<file path="src/rtl/mux_pkg.sv">
// Shared defaults and the select-width helper for the registered bit-select mux.
package mux_pkg;

  localparam int MUX_N_IN   = 16;
  localparam int MUX_DATA_W = 1;
  localparam int MUX_SEL_W  = 4;

  // Smallest select width that can address n elements (at least 1 bit).
  function automatic int clog2_min(input int n);
    int w;
    w = 1;
    while ((1 << w) < n) w++;
    return w;
  endfunction

endpackage

</file>
<file path="src/rtl/mux_core.sv">
// Combinational N_IN:1 element selector with an out-of-range select flag.
module mux_core
  import mux_pkg::*;
#(
  parameter int N_IN   = MUX_N_IN,
  parameter int DATA_W = MUX_DATA_W,
  parameter int SEL_W  = MUX_SEL_W
) (
  input  logic [N_IN*DATA_W-1:0] in,
  input  logic [SEL_W-1:0]       sel,
  output logic [DATA_W-1:0]      data,
  output logic                   oor
);

  // Out-of-range selects exist only when the select space exceeds N_IN.
  localparam bit HAS_OOR = (N_IN < (1 << SEL_W));

  // Match-per-index form: an unknown or out-of-range sel matches nothing and
  // leaves data on its all-zero default.
  always_comb begin
    data = '0;
    oor  = 1'b0;
    for (int k = 0; k < N_IN; k++) begin
      if (sel == SEL_W'(k)) data = in[k*DATA_W +: DATA_W];
    end
    if (HAS_OOR && (sel >= SEL_W'(N_IN))) oor = 1'b1;
  end

endmodule

</file>
<file path="src/rtl/mux16to1_pipe.sv">
// Registered bit-select mux: one-cycle latency, valid qualifier, out-of-range flag.
module mux16to1_pipe
  import mux_pkg::*;
#(
  parameter int N_IN   = MUX_N_IN,
  parameter int DATA_W = MUX_DATA_W,
  parameter int SEL_W  = MUX_SEL_W
) (
  input  logic                   clk,
  input  logic                   rst_n,
  input  logic [N_IN*DATA_W-1:0] in,
  input  logic [SEL_W-1:0]       sel,
  input  logic                   in_valid,
  output logic [DATA_W-1:0]      out,
  output logic                   out_valid,
  output logic                   sel_err
);

  if (N_IN < 2 || N_IN > 256) begin : g_bad_n_in
    $fatal(1, "mux16to1_pipe: N_IN=%0d outside 2..256", N_IN);
  end
  if (SEL_W < clog2_min(N_IN)) begin : g_bad_sel_w
    $fatal(1, "mux16to1_pipe: SEL_W=%0d too narrow for N_IN=%0d", SEL_W, N_IN);
  end

  logic [DATA_W-1:0] core_data;
  logic              core_oor;

  mux_core #(
    .N_IN  (N_IN),
    .DATA_W(DATA_W),
    .SEL_W (SEL_W)
  ) u_core (
    .in  (in),
    .sel (sel),
    .data(core_data),
    .oor (core_oor)
  );

  // Valid-only stream, no ready: every cycle with in_valid=1 is accepted and
  // appears on out/out_valid one clock later; out holds when in_valid=0.
  always_ff @(posedge clk or negedge rst_n) begin
    if (!rst_n) begin
      out       <= '0;
      out_valid <= 1'b0;
      sel_err   <= 1'b0;
    end else if (in_valid) begin
      out       <= core_data;
      out_valid <= 1'b1;
      sel_err   <= core_oor;
    end else begin
      out_valid <= 1'b0;
      sel_err   <= 1'b0;
    end
  end

endmodule

</file>
<file path="config.mk">
export PLATFORM = sky130hd
export DESIGN_NAME = mux16to1_pipe
export DESIGN_NICKNAME = d
export VERILOG_FILES = /design/src/rtl/mux_pkg.sv /design/src/rtl/mux_core.sv /design/src/rtl/mux16to1_pipe.sv
export SDC_FILE = /design/constraint.sdc
export NUM_CORES = 1
export LEC_CHECK = 0
export ABC_CLOCK_PERIOD_IN_PS = 1960
export BUFFER_PORTS_ARGS = -buffer_cell sky130_fd_sc_hd__buf_2
export CAP_MARGIN = 40
export CORE_AREA = 2 2 39 41
export DETAILED_ROUTE_END_ITERATION = 6
export DIE_AREA = 0 0 41 43
export PLACE_DENSITY_LB_ADDON = 0.08
export SLEW_MARGIN = 5
export SYNTH_ARGS = -nofsm -noshare
export SYNTH_HDL_FRONTEND = slang
export SYNTH_SLANG_ARGS = --single-unit
</file>
<file path="constraint.sdc">
create_clock -name clk -period 1.96 [get_ports clk]
set_input_delay 0.196 -clock clk [delete_from_list [all_inputs] [get_ports clk]]
set_output_delay 0.196 -clock clk [all_outputs]
set_load 0.01 [all_outputs]
</file>
==> results of run 1 <==
[synth_stat cells]
master    instances
nand3b_1          1
nand2_1           4
o21ai_1           1
nand2b_1          1
mux2_2            2
o21ai_0           2
buf_4             1
a211o_2           1
dfrtp_1           2
buf_6             1
mux4_1            2
nor3_1            3
conb_1            1
a31oi_1           2
and2b_2           1
a21o_1            1
[final timing paths]
kind	from	cells after the start	endpoint
max	sel[0]	5	out
min	in_valid	1	out_valid
max reg2reg	out	2	out
min reg2reg	out	2	out
max in group asynchronous	rst_n	2	out_valid
min in group asynchronous	rst_n	2	out
[cells in the final DEF, fill, tap and decap left out]
cell type and count:
dfrtp_1 2, nand3b_1 1, nor3_1 3, buf_2 24, and2b_2 1, a31oi_1 2, conb_1 1, o21ai_1 1
nand2b_1 1, o21ai_0 2, clkbuf_4 3, dlygate4sd3_1 1, mux4_1 2, nand2_1 4, a21o_1 1, mux2_2 2
a211o_2 1
[what timing repair did]
| item | in CTS | in global routing |
|---|---|---|
| hold buffers | 1 | 0 |
| hold endpoints to repair | 2 | 0 |
| setup endpoints to repair | 0 | 0 |
[metal layers]
metal  track usage (%)  vias up  share of wire [%]
met2              12.2       15                 49
met5                 0        -                  0
met1              10.1      126                 41
met3              1.57        0                 10
met4              6.00        0                  0
li1                  -      152                  -
[state kept, by name, summed over array words and instances (netlist names)]
signal     count
out            1
out_valid      1
[power breakdown]
group	leakage, nW	total, mW	internal (mW)	switching [mW]
Clock	0.0138	0.0880	0.0673	0.0207
Combinational	0.162	0.0619	0.0371	0.0248
Sequential	0.0228	0.0470	0.0457	0.00133
Total	0.199	0.197	0.150	0.0468
[stage by stage]
stage          instance area [um2]  power [mW]  setup WS, ps  instances
6_report                       399       0.197           617         68
4_1_cts                        399       0.202           604         68
3_3_place_gp                   367       0.108           423         64
3_5_place_dp                   367       0.109           375         64
2_1_floorplan                  245      0.0803           565         26
5_1_grt                        399       0.215           543         68
[cells by family after synthesis]
| kind of cell | after synthesis |
|---|---|
| other | 1 |
| AOI/OAI and AO/OA | 7 |
| and+or+nand+nor | 10 |
| DFF | 2 |
| muxes | 4 |
| buffers and inverters | 2 |
[cell type report]
cell class	instances	area (um2)
fill	168	985
timing repair buffer	25	130
clock buffer	3	22.5
sequential	2	50.0
tap	16	20.0
multi-input combinational	22	176
==> run_results.csv, run 1 <==
group,metric,value,unit
timing,fin_skew,0,ps
global_route,grt_pass1_vias,279,
clock_tree,insertion_delay,220,ps
die,die_area,1760,um2
worst_setup_path,worst_setup_path_end_kind,"register",
worst_setup_path,path_max_fanout,9,
timing,timing.final.crit_share,68.5,%
worst_setup_path,rrSetupSlack,1270,ps
die,core_area,1380,um2
global_route,grt_usage,8.27,%
clock_tree,root_buffer,"clkbuf_4",
synthesis,syn_avg_cell_area,9.43,um2
clock_tree,h-tree-depth,1,
power_and_ir_drop,peakVddDrop,136,uV
placement,gp_congestion,0.621,
final_layout,nets,77,
timing,fmax,745,MHz
route,via_per_inst,4.31,
synthesis,synthesis.area,245,um2
final_layout,drive_gt1_share,59.6,%
timing,setup_viol,0,
final_layout,diodes,0,
clock_tree,clock_path_buffers,2,
worst_setup_path,critPathKind,"input pin to register",
run_status,outcome,"complete, no violations",
global_route,grt_antenna_before_repair,0,
synthesis,synthDominantCellAreaShare,21.4,%
worst_setup_path,cp_data_arrival_time,1440,ps
synthesis,synth_compound_area_share,18.4,%
global_route,grt_max_degree,10,
die,die_height,43,um
run,drv_cap,0,
worst_setup_path,path_buf_inv,1,
global_route,gr-total-overflow,0,
placement,hpwl,530,um
final_layout,syn2layout_area_growth,62.8,%
hold_path,hold_path_class,"input pin to register",
final_layout,utilization,28.8,%
route,drt.antenna.violating_nets,0,
synthesis,synthAdderAreaFrac,0,%
worst_setup_path,cp_cell_sequence,"buf_2 > mux4_1 > mux2_2 > o21ai_1 > a31oi_1",
synthesis,synth.top_cells.by_area,"mux4_1 21%, dfrtp_1 20%, mux2_2 9.2%, nor3_1 6.1%, nand2_1 6.1%",
timing,period_minus_slack,1340,ps
power_and_ir_drop,p_per_area,493,nW/um2
timing,rsz0062_at_grt,"false",
die,num_io_pins,26,
worst_setup_path,critPathMaxStageDelay,570,ps
clock_tree,clk_pin_slew_worst_paths,30,ps
clock_tree,cts_sinks,2,
synthesis,synth-simple-area-share,21.4,%
route,drt_pass1_iterations,3,
worst_setup_path,slowest_stage,"mux4_1",
synthesis,seq_area_frac_synth,20.4,%
clock_tree,cts_tree,"done",
synthesis,synth.distinct_cells,16,
synthesis,ys_ff_latch,2,
route,wl_per_cell,9.37,um
die,die_width,41,um
route,wl,637,um
die,fp-row-count,14,
clock_tree,cts_buffers,3,
synthesis,synth_top_family_by_area,"multiplexers",
die,start_util,17.7,%
synthesis,syn_inst,26,
worst_setup_path,path_delay_family,"multiplexers",
synthesis,yosysTopAreaCell,"mux4_1",
timing,holdWs,131,ps
route,vias,293,
synthesis,yosys_warnings,0,
placement,place.port_buffers,24,
worst_setup_path,worstPathRequired,2060,ps
route,drt_first_iter_violations,3,
synthesis,synth_nets,49,
route,drcViolationCount,0,
power_and_ir_drop,p_leak,0.199,nW
synthesis,synth_xor_xnor_area_share,0,%
timing,finalSetupTns,0,ps
worst_setup_path,start_kind,"input pin",
clock_tree,cts_resized,0,
synthesis,synthMuxAreaShare,30.6,%
global_route,grt_pass1_wl,986,um
timing,report.final.slew_viol_count,0,
timing,hold_violations,0,
clock_tree,post-cts-setup-buffer-count,0,
Note: power is estimated with default switching activity, not from simulation.
==> inputs of run 2 (changes only) <==
--- a/config.mk
+++ b/config.mk
@@ -5,7 +5,7 @@
 export SDC_FILE = /design/constraint.sdc
 export NUM_CORES = 1
 export LEC_CHECK = 0
-export ABC_CLOCK_PERIOD_IN_PS = 1960
+export ABC_CLOCK_PERIOD_IN_PS = 1300
 export BUFFER_PORTS_ARGS = -buffer_cell sky130_fd_sc_hd__buf_2
 export CAP_MARGIN = 40
 export CORE_AREA = 2 2 39 41
==> constraint.sdc (replaced) <==
create_clock -name clk -period 1.3 [get_ports clk]
set_input_delay 0.13 -clock clk [delete_from_list [all_inputs] [get_ports clk]]
set_output_delay 0.13 -clock clk [all_outputs]
set_load 0.01 [all_outputs]
==> run_results.csv, run 2 (same netlist as run 1, synthesis figures left out) <==
group,metric,value,unit
die,fp-row-count,14,
route,drcViolationCount,0,
global_route,grt_max_degree,8,
hold_path,hold_path_class,"input pin to register",
placement,gp_congestion,0.627,
timing,holdWs,57.4,ps
final_layout,final_area,399,um2
clock_tree,cts_tree,"done",
timing,rsz0062_at_grt,"false",
die,core_area,1380,um2
run,drv_cap,0,
die,num_io_pins,26,
die,start_util,17.7,%
timing,fin_skew,0,ps
timing,report.final.slew_viol_count,0,
worst_setup_path,path_max_fanout,3,
final_layout,syn2layout_area_growth,62.8,%
placement,hpwl,578,um
global_route,grt_usage,10.3,%
worst_setup_path,worst_setup_path_end_kind,"register",
route,drt.antenna.violating_nets,0,
worst_setup_path,start_kind,"input pin",
timing,timing.final.crit_share,86.8,%
power_and_ir_drop,p_leak,0.195,nW
global_route,grt_pass1_wl,1210,um
route,vias,305,
final_layout,diodes,0,
clock_tree,post-cts-setup-buffer-count,0,
global_route,gr-total-overflow,0,
final_layout,nFillCells,161,
die,die_width,41,um
power_and_ir_drop,p_per_area,751,nW/um2
timing,hold_violations,0,
power_and_ir_drop,peakVddDrop,207,uV
placement,place.port_buffers,24,
timing,fmax,887,MHz
die,die_area,1760,um2
final_layout,nets,78,
worst_setup_path,critPathKind,"input pin to register",
clock_tree,cts_sinks,2,
route,wl_per_cell,9.64,um
run_status,outcome,"complete, no violations",
route,drt_first_iter_violations,2,
timing,layout_setup_ws,172,ps
global_route,grt_antenna_before_repair,0,
final_layout,most-common-layout-cells,"24 x buf_2, 4 x nand2_1, 3 x nor3_1, 3 x clkbuf_4",
power_and_ir_drop,total_power,0.300,mW
final_layout,final_common_cell,"buf_2",
timing,period_minus_slack,1130,ps
die,die_height,43,um
worst_setup_path,cp_data_arrival_time,1220,ps
final_layout,top_regs,"out x1, out_valid x1",
clock_tree,cts_buffers,3,
clock_tree,clock_path_buffers,2,
route,drt_pass1_iterations,2,
global_route,grt_pass1_vias,330,
clock_tree,h-tree-depth,1,
placement,dp_slack,-72.5,ps
route,via_per_inst,4.42,
clock_tree,root_buffer,"clkbuf_4",
route,wl,665,um
clock_tree,clk_pin_slew_worst_paths,30,ps
timing,finalSetupTns,0,ps
final_layout,drive_gt1_share,64.2,%
worst_setup_path,worstPathRequired,1400,ps
clock_tree,insertion_delay,220,ps
placement,placed_cell_area,367,um2
timing,setup_viol,0,
[run 2: critical path, cell delays in order]
cell and delay (ps):
buf_2 120, mux4_2 490, mux2_2 280, o21ai_1 120, a31oi_1 90
[run 2: path summary, 6_finish.rpt]
check	startpoint	endpoint	slack [ps]	cells after the start
max in group asynchronous	rst_n	out_valid	970	2
setup / recovery	sel[0]	out	170	5
setup reg to reg	out	out	610	2
hold reg to reg	out	out	580	2
min in group asynchronous	rst_n	out	230	2
hold / removal	in_valid	out_valid	60	1
[run 2: what timing repair did]
| item | in CTS | in global routing |
|---|---|---|
| endpoints found under the hold margin | 2 | 0 |
| endpoints found under the setup margin | 0 | 0 |
| hold buffers | 1 | 0 |
| resized for setup | 0 | 0 |
[run 2: per-layer routing]
metal  global-route usage, %  vias up  wire, um
li1                        -      150         -
met1                    9.74      140       220
met2                    17.5       15       371
met3                    3.66        0        73
met4                    6.00        0         0
met5                       0        -         0
[run 2: cell type report]
type | count | area (um2) | share of cell area (%)
Sequential cell | 2 | 50.0 | 12.5
Clock buffer | 3 | 22.5 | 5.64
Multi-Input combinational cell | 22 | 169 | 42.3
Tap cell | 16 | 20.0 | 5.02
Timing Repair Buffer | 26 | 138 | 34.5
[run 2: power breakdown]
| part | internal (mW) | switching (mW) | leakage (nW) |
|---|---|---|---|
| sequential | 0.0689 | 0.00223 | 0.0228 |
| clock | 0.101 | 0.0297 | 0.0138 |
| combinational | 0.0589 | 0.0385 | 0.159 |
| total | 0.229 | 0.0704 | 0.195 |
[run 2: per-stage QoR]
stage,cells,utilization [%]
CTS,69,28.8
detailed placement,65,26.5
global route,69,28.8
global placement,65,26.5
finish,69,28.8
floorplan,26,-
==> inputs of run 3 (changes only) <==
--- a/config.mk
+++ b/config.mk
@@ -5,7 +5,7 @@
 export SDC_FILE = /design/constraint.sdc
 export NUM_CORES = 1
 export LEC_CHECK = 0
-export ABC_CLOCK_PERIOD_IN_PS = 1300
+export ABC_CLOCK_PERIOD_IN_PS = 1090
 export BUFFER_PORTS_ARGS = -buffer_cell sky130_fd_sc_hd__buf_2
 export CAP_MARGIN = 40
 export CORE_AREA = 2 2 39 41
==> constraint.sdc (replaced) <==
create_clock -name clk -period 1.09 [get_ports clk]
set_input_delay 0.109 -clock clk [delete_from_list [all_inputs] [get_ports clk]]
set_output_delay 0.109 -clock clk [all_outputs]
set_load 0.01 [all_outputs]
==> run_results.csv, run 3 (same netlist as run 1, synthesis figures left out) <==
group,metric,value,unit
run_status,outcome,"complete, no violations",
worst_setup_path,critPathKind,"input pin to register",
global_route,grt_antenna_before_repair,0,
worst_setup_path,worst_setup_path_end_kind,"register",
power_and_ir_drop,peakVddDrop,240,uV
power_and_ir_drop,p_sw_share,23.4,%
worst_setup_path,cp_cell_sequence,"buf_8 > mux4_2 > mux2_4 > o21ai_2 > a31oi_1",
clock_tree,cts_buffers,3,
final_layout,instances_no_fill,72,
final_layout,drive_gt1_share,67.9,%
global_route,grt_pass1_wl,1320,um
route,vias,314,
route,drt_pass1_iterations,4,
die,core_area,1380,um2
global_route,met2_usage,17.8,%
timing,fmax,941,MHz
final_layout,diodes,0,
worst_setup_path,worstPathRequired,1180,ps
final_layout,final_area,439,um2
global_route,use_met3,3.14,%
global_route,grt_pass1_vias,327,
global_route,gr-usage-met1,12.3,%
die,num_io_pins,26,
power_and_ir_drop,power_frac_comb,35.7,%
route,wl_per_cell,9.39,um
final_layout,top_regs,"out x1, out_valid x1",
timing,timing.final.crit_share,97.5,%
power_and_ir_drop,p_per_area,855,nW/um2
final_layout,utilization,31.7,%
worst_setup_path,critPathMaxStageDelay,470,ps
power_and_ir_drop,seqPwrFrac,22.6,%
hold_path,hold_path_class,"input pin to register",
worst_setup_path,path_max_fanout,3,
final_layout,most-common-layout-cells,"23 x buf_2, 4 x nand2_1, 4 x buf_4",
timing,period_minus_slack,1060,ps
final_layout,nets,81,
route,drt_first_iter_violations,3,
worst_setup_path,start_kind,"input pin",
die,die_area,1760,um2
power_and_ir_drop,clkPwrFrac,41.7,%
clock_tree,root_buffer,"clkbuf_4",
die,die_height,43,um
clock_tree,cts_sinks,2,
clock_tree,clk_pin_slew_worst_paths,30,ps
clock_tree,clock_path_buffers,2,
global_route,grt_max_degree,8,
timing,rsz0062_at_grt,"true",
clock_tree,insertion_delay,220,ps
die,fp-row-count,14,
power_and_ir_drop,switching_power,0.0878,mW
global_route,grt_usage,11.1,%
timing,report.final.slew_viol_count,0,
route,drt.antenna.violating_nets,0,
timing,setup_viol,0,
final_layout,final_common_cell,"buf_2",
timing,holdWs,38.2,ps
run,drv_cap,0,
route,drcViolationCount,0,
placement,hpwl,600,um
worst_setup_path,slowest_stage,"mux4_2",
power_and_ir_drop,p_int,0.288,mW
final_layout,syn2layout_area_growth,79.1,%
worst_setup_path,cp_data_arrival_time,1160,ps
placement,post-place-cells,68,
clock_tree,cts_tree,"done",
clock_tree,h-tree-depth,1,
worst_setup_path,path_buf_inv,1,
die,die_width,41,um
placement,gp_congestion,0.619,
global_route,gr-total-overflow,0,
placement,place.port_buffers,24,
timing,fin_skew,0,ps
global_route,busiest_layer,"met2",
placement,placed_cell_area,389,um2
worst_setup_path,path_delay_family,"multiplexers",
power_and_ir_drop,p_leak,0.219,nW
timing,hold_violations,0,
die,start_util,17.7,%
route,via_per_inst,4.36,
route,wl,676,um
-- run 3: cell count changes in the layout (fill, tap and decap cells not counted), sizes merged --
cell	change
buf	+3
-- run 3: power groups by stage --
stage	Sequential [mW]	Clock [mW]	Combinational (mW)
after floorplan	0.0897	0	0.0562
after global placement	0.0853	0	0.121
after detailed placement	0.0855	0	0.124
after CTS	0.0848	0.168	0.131
after global routing	0.0857	0.171	0.153
final	0.0848	0.156	0.134
-- run 3: metrics by stage --
stage                     setup WS, ps  setup TNS [ps]  power [mW]
after floorplan                   -175            -175       0.146
after global placement            -236            -236       0.206
after detailed placement          -271            -271       0.209
after CTS                         4.31               0       0.384
after global routing             -20.5           -20.5       0.409
final                             26.8               0       0.376
-- run 3: worst reg2reg max path, cell delays in order, from the launching register on --
cell	delay (ps)
dfrtp_1	360
o21ai_0	150
a31oi_1	50
-- run 3: routing by layer --
metal,vias up,wire length (um)
li1,157,-
met2,17,380
met1,140,221
met4,0,0
met3,0,74
met5,-,0
-- run 3: path summary, 6_finish.rpt --
check	startpoint	to	slack, ps	cells past startpoint
max	sel[0]	out	30	5
min	in_valid	out_valid	40	1
max reg2reg	out	out	400	2
min reg2reg	out	out	580	2
max in group asynchronous	rst_n	out_valid	780	2
min in group asynchronous	rst_n	out	210	2
-- run 3: layout make-up --
class                           count  area [um2]
Fill cell                         167         945
Tap cell                           16        20.0
Sequential cell                     2        50.0
Clock buffer                        3        22.5
Timing Repair Buffer               29         170
Multi-Input combinational cell     22         176
-- run 3: repair_timing --
item	in CTS	in global routing
endpoints found under the setup margin	1	1
hold buffers	1	0
endpoints found under the hold margin	2	0
buffers inserted	0	0
pin swaps	0	2
resized for setup	2	3
